<file path="config.mk">
export PLATFORM = sky130hd
export DESIGN_NAME = reg_file_sb
export DESIGN_NICKNAME = d
export VERILOG_FILES = /design/src/rtl/reg_file_sb.sv
export SDC_FILE = /design/constraint.sdc
export NUM_CORES = 2
export LEC_CHECK = 0
export BUFFER_PORTS_ARGS = -buffer_cell sky130_fd_sc_hd__clkbuf_2
export CORE_MARGIN = 5
export CORE_UTILIZATION = 62
export DETAILED_ROUTE_END_ITERATION = 10
export PLACE_DENSITY = 0.87
export SLEW_MARGIN = 20
export SYNTH_ARGS = -nofsm -noshare
export SYNTH_HDL_FRONTEND = slang
export SYNTH_SLANG_ARGS = --single-unit
</file>
<file path="constraint.sdc">
create_clock -name clk -period 11.2 [get_ports clk]
set_clock_uncertainty 0.2 [all_clocks]
set_input_delay 1.12 -clock clk [delete_from_list [all_inputs] [get_ports clk]]
set_output_delay 1.12 -clock clk [all_outputs]
set_load 0.01 [all_outputs]
</file>
<file path="src/rtl/reg_file_sb.sv">
// Clocked register file with NREAD combinational read ports, one write port and a per-register busy scoreboard.
// Define RF_BYPASS_EN to forward the write port onto matching read ports in the same cycle.
module reg_file_sb #(
    parameter  int XLEN  = 32,
    parameter  int NREGS = 32,
    parameter  int NREAD = 2,
    localparam int AW    = $clog2(NREGS)
) (
    input  logic                  clk,
    input  logic                  rst_n,
    input  logic [NREAD*AW-1:0]   rs_addr,
    output logic [NREAD*XLEN-1:0] rs_data,
    output logic [NREAD-1:0]      rs_busy,
    input  logic                  wr_en,
    input  logic [AW-1:0]         wr_addr,
    input  logic [XLEN-1:0]       wr_data,
    input  logic                  issue_en,
    input  logic [AW-1:0]         issue_addr,
    input  logic                  flush,
    output logic [NREGS-1:0]      busy_vec
);

    logic [XLEN-1:0] regs [NREGS];
    logic [NREGS-1:1] busy;

    // NOTE: the array is plain flops rather than a RAM macro, so it can take the synchronous clear.
    always_ff @(posedge clk) begin
        if (!rst_n) begin
            for (int i = 0; i < NREGS; i++) begin
                regs[i] <= '0;
            end
            busy <= '0;
        end else begin
            if (wr_en && wr_addr != '0) begin
                regs[wr_addr] <= wr_data;
            end
            if (flush) begin
                busy <= '0;
            end else begin
                for (int i = 1; i < NREGS; i++) begin
                    // A same-cycle issue marks the new producer, so it beats the writeback clear.
                    if (issue_en && issue_addr == AW'(i)) begin
                        busy[i] <= 1'b1;
                    end else if (wr_en && wr_addr == AW'(i)) begin
                        busy[i] <= 1'b0;
                    end
                end
            end
        end
    end

    assign busy_vec = {busy, 1'b0};

    for (genvar k = 0; k < NREAD; k++) begin : g_rd
        logic [AW-1:0] addr;
        assign addr = rs_addr[k*AW +: AW];
`ifdef RF_BYPASS_EN
        logic hit;
        assign hit = wr_en && (wr_addr != '0) && (addr == wr_addr);
        assign rs_data[k*XLEN +: XLEN] = (addr == '0) ? '0 : (hit ? wr_data : regs[addr]);
        assign rs_busy[k]              = hit ? 1'b0 : busy_vec[addr];
`else
        assign rs_data[k*XLEN +: XLEN] = (addr == '0) ? '0 : regs[addr];
        assign rs_busy[k]              = busy_vec[addr];
`endif
    end

endmodule
</file>
# Word-level counts from Yosys, hierarchy flattened

Memories as Yosys holds them, arrays and structs flattened.
Index checks and enable logic that the tools add are counted.

Memories: 1
Memory bits (writable): 1024
Flip-flop bits (word level): 31
Output and inout port bits: 98

Memories:

| name | depth | bits a word | read ports | clocked after Yosys merged registers in | write ports | line | RTL |
|---|---|---|---|---|---|---|---|
| regs | 32    | 32          | 2          | 0                                       | 32          | 23   | `logic [XLEN-1:0] regs [NREGS];` |

Bitwise logic cells: 1
Magnitude comparators: 2
Reduce and logical (&&, ||, !) cells: 99
Equal/unequal tests: 62
Multiplexer cells: 75

Operators by type and width:

| kind                                                                   | count |
|---|---|
| 5-bit equality test (second input constant)                            | 32 |
| 32-bit two-way mux                                                     | 3 |
| 5-bit by 4-bit equality test with 1-bit output (second input constant) | 16 |
| 1-bit two-way mux                                                      | 69 |
| 1-bit logical AND                                                      | 63 |
| 2-bit nonzero test                                                     | 31 |
| 5-bit by 3-bit equality test with 1-bit output (second input constant) | 8 |
| 32-bit OR reduction                                                    | 1 |
| 5-bit by 2-bit equality test with 1-bit output (second input constant) | 4 |
| 5-bit by 6-bit < comparator with 1-bit output (second input constant)  | 2 |
| 1-bit binary-select mux with 5-bit select                              | 2 |
| 5-bit by 1-bit equality test with 1-bit output (second input constant) | 2 |
| 5-bit logical NOT                                                      | 2 |
| 5-bit two-way mux                                                      | 1 |
| 5-bit nonzero test                                                     | 1 |
| 2-bit OR reduction                                                     | 1 |
| 1-bit NOT                                                              | 1 |

# Depth between registers and ports, before layout

Depth after elaboration: 7
Mapped depth: 9
Gate-level depth less buffers: 4

# Least setup slack after synthesis

Ideal clock, no wire load.

Kind: in2reg
Start: input port wr_addr[2]
End: memory regs[23][0] (enable)
Setup time: 0.466 ns
Data required time: 10.534 ns
Buffers on the path: 1
Data arrival time: 4.093 ns
Path slack: 6.442 ns
Cell stages on the path: 4
Cell sequence: clkbuf_1 nor2b_1 nand3_1 o21ai_0

RTL lines:

| what        | line | RTL |
|---|---|---|
| from (decl) | 15   | `input logic [AW-1:0] wr_addr,` |
| to (decl)   | 23   |  |

# Worst setup path after layout

Start: input port rs_addr[7]
End: output port rs_data[42]

Cells in the longest elaborated chain, start to end: 2
Elaborated cells between the ends (all ways): 3
Those cells by class: 1 x mux; 1 x reduce/logical; 1 x memory

RTL lines:

| what                                                           | line | RTL |
|---|---|---|
| from (decl)                                                    | 11   | `input logic [NREAD*AW-1:0] rs_addr,` |
| memory 32 x 32 bit / 5-bit logical NOT (equally long branches) | -    |  |
| 32-bit two-way mux (*)                                         | 63   | `assign rs_data[k*XLEN +: XLEN] = (addr == '0) ? '0 : regs[addr];` |
| to (decl)                                                      | 12   | `output logic [NREAD*XLEN-1:0] rs_data,` |

Every way passes the cells marked *; elsewhere a longest branch is shown, timed or not.

==> run summary <==
Status: finished, final reports clean
Reg-to-Reg End: busy[1]
Period Utilization, post-route: 61.3%
Worst Path Arrival: 5.55 ns
Setup TNS: 0 ns
Area delta synth->final: 9.64%
Via density: 7.75
Clk Tree Root Cell: clkbuf_16
Top post-synthesis cells by count: edfxtp_1, and2_1, mux4_2
Slew @ Worst Pin: 1.28 ns
Nets: 3779
Final Non-Filler Cells: 5002
Total number of vias: 38800
Drt total wl: 187 mm
HP Start: busy[9]
Global Route Usage Sum: 38.6%
Die W: 310 um
Routed Antenna Nets: 0
Final setup viols: 0
Die area: 0.0964 mm2
Global-route wire length before repair: 266 mm
Worst R2R Start: busy[1]
Final Hold Vio Count: 0
CP Data Required Time: 9.88 ns
Largest net degree at the start of global routing: 105
1st-iter DRT viols: 8131
Placed Cells: 4790
Sequential share of power: 49.8%
R2R depth: 2
TritonRoute pass-1 iters: 6
Max Fclk: 146 MHz
Count leader, synth: edfxtp_1
Share of cells above drive strength 1: 28.7%
Hold_buf cts: 0
RePlAce Congestion: 0.919
Num CTS Buffers: 103
Synthesis-stage register bit count: 1052
Die height: 310 um
CTS tree: done
Clk sink count: 1052
Resized cells post-CTS: 0
Synthesized area: 0.0560 mm2
Clk_lat worst skew: 0.68 ns
Synth area leader: edfxtp_1
Mean routed wirelength per cell: 37.4 um
Starting Density: 62.3%
H-tree Lvls: 3
Ys async rst share: 0%
Register area share after synthesis: 55.9%
MaxCap Viol Count: 0
Vias in the first global route: 39300
Setup ws final: 4.33 ns
Ports: 155
P_int: 7.02 mW
Hold_ws: 0.334 ns
Peak supply drop: 0.000174 V
Post CTS Setup Buffer Count: 0
Minimum clock period after layout: 6.87 ns
Hold path cells: 2
Switch Pwr: 2.36 mW
FF-to-FF setup slack: 10.08 ns
Critical path capture point type: primary output
Synth top area cells: edfxtp_1, mux4_2, and2_1, mux2_2, clkbuf_1
Startpoint Class: primary input
Clk buf depth: 3
Pwr dens: 153 mW/mm2
Comb power frac: 12.4%
Synth unique cells: 42
Synthesized area per cell: 14.9 um2
Core ar.: 0.0899 mm2
Core Rows: 110
Pleak: 20.9 nW
Yosys warning count: 0
I/O Buffers: 153
Pre-CTS WS: 4.44 ns
Clock slew at reported path FFs: 0.06 ns
WHS Endpoint: busy[9]
Unrepaired setup endpoints after global routing: no
Drt drc: 0
Rel. slew slack: 14.5%
CP Class: primary input to primary output
Synth top area share: 54.8%
Antenna violations before repair: 15
HPWL Detailed: 103 mm
Clock power share: 37.8%
Number of flops mapped to enable cells by yosys: 1021
Synth Instances: 3748
Synth Flop Type: edfxtp_1
Worst-path fanout max: 71
Total grt overflow: 0
Fin. max-slew vios: 0
Sw Share: 25.2%
Hold crit path type: flip-flop to flip-flop
through the flow:
| step | total power, mW | util, % | instance area, um2 |
|---|---|---|---|
| final | 9.38 | 68.3 | 61400 |
| after global routing | 9.56 | 68.2 | 61300 |
| after CTS | 9.29 | 68.1 | 61200 |
| after detailed placement | 5.83 | 64.4 | 57900 |
| after global placement | 5.79 | 64.4 | 57800 |
| after floorplan | 5.41 | - | 56100 |
cells by family (layout without fill, tap and decap cells):
group / count (synthesis) / after routing / share of synthesized area [%]
AO/OA/AOI/OAI: 356 / 356 / 4.46
multiplexers: 695 / 695 / 23.3
AND/OR/NAND/NOR: 1235 / 1235 / 13.2
buffers and inverters: 409 / 442 / 3.20
flip-flops: 1052 / 1052 / 55.9
other: 1 / 46 / 0.00670
placed cells by master (no fill, tap or decap), types with 25 or more instances in the layout:
| cell | n |
|---|---|
| nand3_1 | 31 |
| nand2_1 | 42 |
| a22oi_1 | 58 |
| edfxtp_1 | 1021 |
| and2_1 | 1002 |
| nor2b_1 | 37 |
| mux2i_1 | 75 |
| clkbuf_2 | 144 |
| mux4_2 | 469 |
| nor3_1 | 25 |
| a21oi_1 | 30 |
| mux2_2 | 151 |
| conb_1 | 30 |
| buf_4 | 89 |
| o21ai_0 | 70 |
| clkbuf_16 | 105 |
| nor2_1 | 35 |
| dfxtp_1 | 31 |
| clkinv_1 | 29 |
| a221oi_1 | 90 |
| o21ai_4 | 30 |
how the worst max path moves through the flow:
stage             endpoint        from  depth (start not counted)  slack (ns)
4_1_cts        rs_data[42]  rs_addr[7]                          8        4.43
6_report       rs_data[42]  rs_addr[7]                          8        4.33
3_5_place_dp   rs_data[42]  rs_addr[7]                          8        4.44
2_1_floorplan  regs[23][0]  wr_addr[2]                          4        6.44
3_3_place_gp   rs_data[42]  rs_addr[7]                          8        4.49
5_1_grt        rs_data[42]  rs_addr[7]                          8        4.37
sequential cells by signal (all words and copies together) (netlist names):
name / flops
busy: 31
regs: 1021
cell type report:
| type | count | area, um2 |
|---|---|---|
| fill | 5573 | 28500 |
| sequential | 1052 | 31300 |
| tap | 1176 | 1470 |
| multi-input combinational | 2316 | 23600 |
| inverter | 2 | 8.76 |
| clock inverter | 70 | 686 |
| timing repair buffer | 247 | 1620 |
| clock buffer | 123 | 2700 |
| antenna | 16 | 40.0 |
power groups by stage:
stage          clock (mW)  combinational [mW]  sequential, mW
6_report             3.55                1.16            4.67
3_5_place_dp            0                1.10            4.73
4_1_cts              3.52                1.11            4.66
5_1_grt              3.70                1.18            4.68
3_3_place_gp            0                1.08            4.71
2_1_floorplan           0               0.727            4.69
layer usage:
metal  part of all wire, %  GRT usage (%)  vias to the layer above
met1                    30           49.0                    18900
met2                    44           56.3                     4531
li1                      -              -                    14400
met3                    18           15.4                     1004
met5                 0.030         0.0495                        -
met4                   7.8           24.0                        8
worst max-delay path, stage by stage:
cell and delay, ns:
buf_8 0.51, buf_4 0.92, buf_4 0.87, mux4_2 0.42, mux2_2 0.28, a221oi_1 0.86, a221oi_1 0.26, clkbuf_2 0.24
Power figures use the tool's default switching activity.
